$ cat src/rtl/ecc_rd_check_pipe.sv
// SECDED receive check stage: decodes {ecc[6:0], data[31:0]}, registers the corrected word and flags
// behind a valid/ready handshake, and keeps saturating error counters, a first-error log and an irq.
module ecc_rd_check_pipe #(
  parameter int TAG_W      = 4,
  parameter int CNT_W      = 8,
  parameter int SBE_THRESH = 16
) (
  input  logic             clk,
  input  logic             rst,
  input  logic             in_valid,
  output logic             in_ready,
  input  logic [38:0]      in_word,
  input  logic [TAG_W-1:0] in_tag,
  output logic             out_valid,
  input  logic             out_ready,
  output logic [31:0]      out_data,
  output logic [6:0]       out_ecc,
  output logic [TAG_W-1:0] out_tag,
  output logic             out_sbe,
  output logic             out_dbe,
  output logic [CNT_W-1:0] sbe_cnt,
  output logic [CNT_W-1:0] dbe_cnt,
  output logic             log_valid,
  output logic             log_dbe,
  output logic [TAG_W-1:0] log_tag,
  output logic [38:0]      log_word,
  input  logic             clr,
  output logic             irq
);

  localparam logic [1:0] LOG_EMPTY = 2'd0;
  localparam logic [1:0] LOG_SBE   = 2'd1;
  localparam logic [1:0] LOG_DBE   = 2'd2;

  localparam logic [CNT_W-1:0] CNT_MAX = {CNT_W{1'b1}};
  localparam logic [CNT_W-1:0] THRESH  = CNT_W'(SBE_THRESH);

  // Hamming codeword with index = position-1; check bit k sits at position 2**k, overall parity at [38].
  logic [38:0] cw;
  logic [5:0]  syn;
  logic [6:0]  chk;
  logic [38:0] err_mask;
  logic [38:0] cor;
  logic        dec_sbe;
  logic        dec_dbe;
  logic [31:0] dec_data;
  logic [6:0]  dec_ecc;

  assign cw = {in_word[38], in_word[31:26], in_word[37], in_word[25:11], in_word[36],
               in_word[10:4], in_word[35], in_word[3:1], in_word[34], in_word[0], in_word[33:32]};

  for (genvar gi = 0; gi < 6; gi++) begin : g_syn
    logic [37:0] sel;
    for (genvar gj = 0; gj < 38; gj++) begin : g_sel
      if ((((gj + 1) >> gi) % 2) == 1) begin : g_on
        assign sel[gj] = cw[gj];
      end else begin : g_off
        assign sel[gj] = 1'b0;
      end
    end
    assign syn[gi] = ^sel;
  end

  assign chk     = {^cw, syn};
  assign dec_sbe = (chk != 7'd0) && chk[6];
  assign dec_dbe = (chk != 7'd0) && !chk[6];

  for (genvar gi = 0; gi < 39; gi++) begin : g_mask
    assign err_mask[gi] = ({1'b0, syn} == 7'(gi + 1));
  end

  assign cor      = dec_sbe ? (cw ^ err_mask) : cw;
  assign dec_data = {cor[37:32], cor[30:16], cor[14:8], cor[6:4], cor[2]};
  assign dec_ecc  = {cor[38] ^ (chk == 7'b1000000), cor[31], cor[15], cor[7], cor[3], cor[1:0]};

  logic             out_valid_q;
  logic [31:0]      out_data_q;
  logic [6:0]       out_ecc_q;
  logic [TAG_W-1:0] out_tag_q;
  logic             out_sbe_q, out_dbe_q;
  logic [CNT_W-1:0] sbe_cnt_q, sbe_cnt_d, dbe_cnt_q, dbe_cnt_d;
  logic [1:0]       log_state_q, log_state_d;
  logic [TAG_W-1:0] log_tag_q, log_tag_d;
  logic [38:0]      log_word_q, log_word_d;
  logic             irq_q, irq_d;
  logic             accept;

  assign in_ready = !out_valid_q || out_ready;
  assign accept   = in_valid && in_ready;

  always_ff @(posedge clk) begin
    if (rst) begin
      out_valid_q <= 1'b0;
      out_data_q  <= '0;
      out_ecc_q   <= '0;
      out_tag_q   <= '0;
      out_sbe_q   <= 1'b0;
      out_dbe_q   <= 1'b0;
    end else if (accept) begin
      out_valid_q <= 1'b1;
      out_data_q  <= dec_data;
      out_ecc_q   <= dec_ecc;
      out_tag_q   <= in_tag;
      out_sbe_q   <= dec_sbe;
      out_dbe_q   <= dec_dbe;
    end else if (out_ready) begin
      out_valid_q <= 1'b0;
    end
  end

  // clr overrides any statistics update from a coincident accept.
  always_comb begin
    sbe_cnt_d   = sbe_cnt_q;
    dbe_cnt_d   = dbe_cnt_q;
    log_state_d = log_state_q;
    log_tag_d   = log_tag_q;
    log_word_d  = log_word_q;
    irq_d       = irq_q;
    if (clr) begin
      sbe_cnt_d   = '0;
      dbe_cnt_d   = '0;
      log_state_d = LOG_EMPTY;
      irq_d       = 1'b0;
    end else if (accept) begin
      if (dec_sbe && sbe_cnt_q != CNT_MAX) sbe_cnt_d = sbe_cnt_q + 1'b1;
      if (dec_dbe && dbe_cnt_q != CNT_MAX) dbe_cnt_d = dbe_cnt_q + 1'b1;
      if (dec_dbe && log_state_q != LOG_DBE) begin
        log_state_d = LOG_DBE;
        log_tag_d   = in_tag;
        log_word_d  = in_word;
      end else if (dec_sbe && log_state_q == LOG_EMPTY) begin
        log_state_d = LOG_SBE;
        log_tag_d   = in_tag;
        log_word_d  = in_word;
      end
      if (dec_dbe || sbe_cnt_d >= THRESH) irq_d = 1'b1;
    end
  end

  always_ff @(posedge clk) begin
    if (rst) begin
      sbe_cnt_q   <= '0;
      dbe_cnt_q   <= '0;
      log_state_q <= LOG_EMPTY;
      log_tag_q   <= '0;
      log_word_q  <= '0;
      irq_q       <= 1'b0;
    end else begin
      sbe_cnt_q   <= sbe_cnt_d;
      dbe_cnt_q   <= dbe_cnt_d;
      log_state_q <= log_state_d;
      log_tag_q   <= log_tag_d;
      log_word_q  <= log_word_d;
      irq_q       <= irq_d;
    end
  end

  assign out_valid = out_valid_q;
  assign out_data  = out_data_q;
  assign out_ecc   = out_ecc_q;
  assign out_tag   = out_tag_q;
  assign out_sbe   = out_sbe_q;
  assign out_dbe   = out_dbe_q;
  assign sbe_cnt   = sbe_cnt_q;
  assign dbe_cnt   = dbe_cnt_q;
  assign log_valid = (log_state_q != LOG_EMPTY);
  assign log_dbe   = (log_state_q == LOG_DBE);
  assign log_tag   = log_tag_q;
  assign log_word  = log_word_q;
  assign irq       = irq_q;

endmodule
$ cat config.mk
export PLATFORM = sky130hd
export DESIGN_NAME = ecc_rd_check_pipe
export DESIGN_NICKNAME = d
export VERILOG_FILES = /design/src/rtl/ecc_rd_check_pipe.sv
export SDC_FILE = /design/constraint.sdc
export NUM_CORES = 1
export LEC_CHECK = 0
export BUFFER_PORTS_ARGS = -buffer_cell sky130_fd_sc_hd__clkbuf_2
export CELL_PAD_IN_SITES_DETAIL_PLACEMENT = 1
export CELL_PAD_IN_SITES_GLOBAL_PLACEMENT = 1
export CORE_MARGIN = 4
export CORE_UTILIZATION = 42
export DETAILED_ROUTE_END_ITERATION = 8
export PLACE_DENSITY_LB_ADDON = 0.1
export SKIP_LAST_GASP = 1
export SLEW_MARGIN = 20
export SYNTH_ARGS = -nofsm -noshare
export SYNTH_HDL_FRONTEND = slang
export SYNTH_SLANG_ARGS = --single-unit
$ cat constraint.sdc
create_clock -name clk -period 5.02 [get_ports clk]
set_clock_uncertainty 0.1 [all_clocks]
set_input_delay 0.251 -clock clk [delete_from_list [all_inputs] [get_ports clk]]
set_output_delay 0.251 -clock clk [all_outputs]
set_load 0.01 [all_outputs]
---- Word level (Yosys, flattened, before mapping) ----
Index checks and enable logic that the tools add are counted.
storage, ports and cells
  flip-flop bits (word level) ............. 108
  bits in latches ......................... 0
  bits in writable memories ............... 0
  bits in read-only memories .............. 0
  input bits .............................. 48
  output and inout port bits .............. 109
  logic and storage cells ................. 102
  memories ................................ 0
cells by class
  add/subtract/negate cells ............... 2
  multiply operators ...................... 0
  divide/modulo/power cells ............... 0
  magnitude comparators ................... 1
  eq/ne operators ......................... 44
  shift-type cells ........................ 0
  mux-type cells .......................... 12
  bitwise gates (word level) .............. 3
  reductions and logical operators ........ 28
operators with widths
  operator                                                           number
  XOR reduction 38 bit                                               6
  two-way mux 39 bit                                                 3
  equality test 6 x 5 -> 1 bit, second input constant                16
  equality test 6 x 4 -> 1 bit, second input constant                8
  equality test 6 bit, second input constant                         8
  XOR reduction 39 bit                                               1
  XOR 39 bit                                                         1
  equality test 6 x 3 -> 1 bit, second input constant                4
  two-way mux 8 bit                                                  3
  adder 8 x 1 -> 8 bit, second input constant                        2
  inequality test 8 bit, second input constant                       2
  equality test 6 x 2 -> 1 bit, second input constant                2
  greater-or-equal comparator 8 x 5 -> 1 bit, second input constant  1
  two-way mux 4 bit                                                  2
  equality test 7 bit, second input constant                         1
  logical AND 1 bit                                                  7
  nonzero test 7 bit                                                 1
  equality test 6 x 1 -> 1 bit, second input constant                1
  AND reduction 2 bit                                                3
  nonzero test 2 bit                                                 3
  two-way mux 2 bit                                                  2
  AND reduction 3 bit                                                1
  equality test 2 bit, second input constant                         1
  logical NOT 1 bit                                                  2
  7 further kinds                                                    9

---- Depth between registers and ports, before layout ----
  word-level depth ........................ 10
  mapped depth ............................ 13
  depth with buffers taken out ............ 8

---- Worst setup path before layout ----
No wires, ideal clock.
  path kind ............................... input-to-reg
  from .................................... input port in_word[25]
  to ...................................... register log_word_q[10], in the netlist log_word[10]
  library setup time ...................... 128 ps
  arrival time ............................ 2861 ps
  data required time ...................... 4792 ps
  path slack .............................. 1932 ps
  stages on the path ...................... 12
  path buffers ............................ 4
  cells stage by stage .................... clkbuf_1 > xnor3_1 > xor3_1 > xnor3_1 > xnor2_2 > and4b_1 > buf_6 > a21o_1 > buf_6 > buf_6 > mux2i_1 > nor2_1
between the ends
  cells in the longest elaborated chain, start to end .. 6
  elaborated cells on any way between the ends .. 15
  those cells by class .................... mux: 1; reduce/logical: 14
RTL lines
  item                                                                 RTL line  RTL
  start: declaration                                                   12        input logic [38:0] in_word,
  XOR reduction 39 bit / XOR reduction 38 bit (equally long branches)  64, 61
  nonzero test 7 bit / logical NOT 1 bit (equally long branches)       65, 66
  logical AND 1 bit (on tied branches)                                 66, 65
  logical AND 1 bit (on tied branches)                                 127, 131
  nonzero test 2 bit (no line)                                         -
  AND reduction 3 bit (no line)                                        -
  end signal: assignment                                               153       log_word_q <= log_word_d;
  end: declaration                                                     84        logic [38:0] log_word_q, log_word_d;
Parallel ways exist; a longest one is shown, timed or not.
A chain may end at the register's enable or synchronous reset.

---- Worst setup path after layout ----
  from .................................... input port in_word[3]
  to ...................................... register log_tag_q[1], in the netlist log_tag[1]
between the ends
  cells in the longest elaborated chain, start to end .. 6
  elaborated cells on any way between the ends .. 13
  those cells by class .................... mux: 1; reduce/logical: 12
RTL lines
  item                                                                 RTL line  RTL
  XOR reduction 39 bit / XOR reduction 38 bit (equally long branches)  64, 61
  nonzero test 7 bit / logical NOT 1 bit (equally long branches)       65, 66
  logical AND 1 bit (on tied branches)                                 66, 65
  logical AND 1 bit (on tied branches)                                 127, 131
  nonzero test 2 bit (no line)                                         -
  AND reduction 3 bit (no line)                                        -
  end signal: assignment                                               152       log_tag_q <= log_tag_d;
  end: declaration                                                     83        logic [TAG_W-1:0] log_tag_q, log_tag_d;
Parallel ways exist; a longest one is shown, timed or not.

==> results.json <==
{
  "ant_nets": 0,
  "drive_gt1_frac": 0.2566,
  "slowest_stage": "xnor3_2",
  "cts_buffers": 9,
  "grt_setup_unrepaired": "false",
  "preCtsSetupSlack_ns": 1.063,
  "cp_common_cell": "xnor3_1",
  "fin_crit_sh": 0.7114,
  "insertion_delay_ns": 0.35,
  "synth-async-reset-ratio": 0,
  "grtUsageTotal": 0.2264,
  "start_kind": "input port",
  "synth.largest_area_cell": "dfxtp_1",
  "synth_cell_type_count": 46,
  "cts.sinks": 108,
  "die_h_um": 122.6,
  "placed_area_um2": 6346,
  "yosysSeqAreaShare": 0.3919,
  "layout_common_cells": "clkbuf_2, dfxtp_1, nor2_1",
  "synth_top_area_frac": 0.3919,
  "leakage_nw": 3.045,
  "postSynthCellCount": 584,
  "cp.required_ns": 5.13,
  "grt_pass1_vias": 4912,
  "root_buffer": "clkbuf_16",
  "cp-end-kind": "flop",
  "die_width_um": 122.6,
  "yosys_warnings": 0,
  "core_um2": 12720,
  "yosys-top-cells-area": "dfxtp_1, mux2i_1, xnor3_1",
  "min_period_ns": 3.571,
  "finalSetupViolCount": 0,
  "synth_area_um2": 5517,
  "routed_wl_um": 16650,
  "ios": 157,
  "crit_type": "in -> reg",
  "place_congestion": 0.8465,
  "crit_path_max_fanout": 33,
  "hp-class": "in -> reg",
  "timing.final.ws_setup_ns": 1.449,
  "grt-ovfl-total": 0,
  "vias_per_cell": 5.406,
  "grt_antenna_before_repair": 0,
  "critical_path_cell_count": 10,
  "max_slew.worst_pin.slew_ns": 1.010,
  "drt_iter0_markers": 177,
  "rows": 41,
  "vias": 4806,
  "max_freq_ghz": 0.2800,
  "hpwl_um": 12630,
  "path_cells": "clkbuf_2, xnor3_1, xnor3_2, xnor3_1, and2_1, and4b_1, a21o_2, buf_12, mux2i_1, nor2_1",
  "cts_hold_buf": 0,
  "cts_tree": "built",
  "seqCellArea_um2": 2162,
  "wire_per_inst_um": 18.73,
  "max-cap-violations": 0,
  "tns_ns": 0,
  "cp_num_buf_inv": 2,
  "portBuffers": 156,
  "finalHoldViolCount": 0,
  "dieArea_um2": 15030,
  "avgSynthCellArea_um2": 9.446,
  "cp_top_family": "XOR/XNOR gates",
  "grt_pass1_wl_um": 26210,
  "multi_input_area_um2": 3146,
  "fin_hold_ws_ns": 0.02187,
  "design_area_um2": 6600,
  "worst_path_largest_cell_delay_ns": 0.49,
  "finalMaxSlewViolations": 0,
  "grt_max_degree": 82,
  "ff2ff_path_depth": 8,
  "fin_nets": 766,
  "min_delay_path_depth": 3,
  "syn_nets": 634,
  "diodes": 0,
  "nFillCells": 1527,
  "start_util": 0.4336,
  "outcome": "completed",
  "cts-htree-levels": 3,
  "synth-main-ff-cell": "dfxtp_1",
  "crit_arrival_ns": 3.68,
  "cts_setup_buffers": 0,
  "cts_resized": 0,
  "slew_headroom": 0.3269,
  "fin_total_pwr_w": 0.002911,
  "synth-edff-count": 0,
  "ir_drop_v": 0.0002077,
  "firstDrtPassIters": 4,
  "cellPowerDensity_nw_per_um2": 441.0,
  "area_growth_pct": 19.64,
  "clk_pin_slew_ns": 0.07,
  "layout_commonest_cell": "clkbuf_2",
  "ys_ff_latch": 108,
  "drcViolationCount": 0,
  "clockBufferDepth": 2
}
## through the flow
step                  util  instances
floorplan                -        584
global placement    0.4988        877
detailed placement  0.4988        877
CTS                 0.5182        889
global route        0.5188        889
finish              0.5188        889
## cell type report
| type | instances | share of cell area |
|---|---|---|
| inverters | 4 | 0.002275 |
| multi-input cells | 434 | 0.4766 |
| well taps | 172 | 0.03261 |
| repair buffers | 159 | 0.1236 |
| flip-flops and latches | 108 | 0.3276 |
| clock buffers | 12 | 0.03735 |
## sequential cells by signal (all words and copies together), names as in the netlist
signal / count
log_state_q: 2
log_tag: 4
out_ecc: 7
out_tag: 4
dbe_cnt: 8
log_word: 39
out_dbe: 1
out_sbe: 1
irq: 1
sbe_cnt: 8
out_data: 32
out_valid: 1
## worst reg2reg max path, stage by stage, from the launching register on
cell and delay, ns:
dfxtp_1 0.33, nand2b_1 0.10, nand2_1 0.37, nor3_1 0.10, o21ai_0 0.12, a21o_2 0.40, buf_12 0.31, mux2i_1 0.26
nor2_1 0.05
## cell usage after synthesis, types with 5 or more instances
master / n
clkbuf_1: 27
a21oi_1: 11
dfxtp_1: 108
nand2_1: 40
mux2i_1: 44
a211oi_1: 17
a31oi_1: 5
and3_1: 6
xnor3_1: 19
or3_1: 22
a311oi_1: 22
nand3_1: 12
xor2_1: 25
nor2_1: 103
nor3_1: 7
buf_6: 8
o21ai_0: 24
xnor2_1: 38
## power by group
group | leakage (nW) | switching, W | internal, W | total (W)
combinational | 2.04 | 0.000816 | 0.000455 | 0.00127
sequential | 0.886 | 0.0000555 | 0.000946 | 0.00100
clock | 0.120 | 0.000299 | 0.000340 | 0.000638
## logic make-up (layout without fill, tap and decap cells)
kind of cell,Yosys count,count (layout),share of synthesized area
and+or+nand+nor,215,215,0.1855
DFF,108,108,0.3919
AOI/OAI and AO/OA,88,88,0.1093
xor gates and xnor gates,85,85,0.1892
muxes,44,44,0.07984
buffers and inverters,42,175,0.03969
adders and majority gates,2,2,0.004535
## path summary, 6_finish.rpt
check	startpoint	endpoint	slack, ns
worst max-delay path	in_word[3]	log_tag[1]	1.45
worst min-delay path	in_tag[0]	out_tag[0]	0.02
worst min register to register	out_tag[1]	out_tag[1]	0.37
worst max register to register	out_valid	log_tag[1]	2.74
## metal layers
| layer | global-route usage | share of wire | vias up |
|---|---|---|---|
| li1 | - | - | 2304 |
| met2 | 0.3734 | 0.48 | 133 |
| met1 | 0.2824 | 0.44 | 2341 |
| met5 | 0 | 0 | - |
| met3 | 0.05346 | 0.058 | 28 |
| met4 | 0.1001 | 0.028 | 0 |
(Power assumes the default switching activity.)
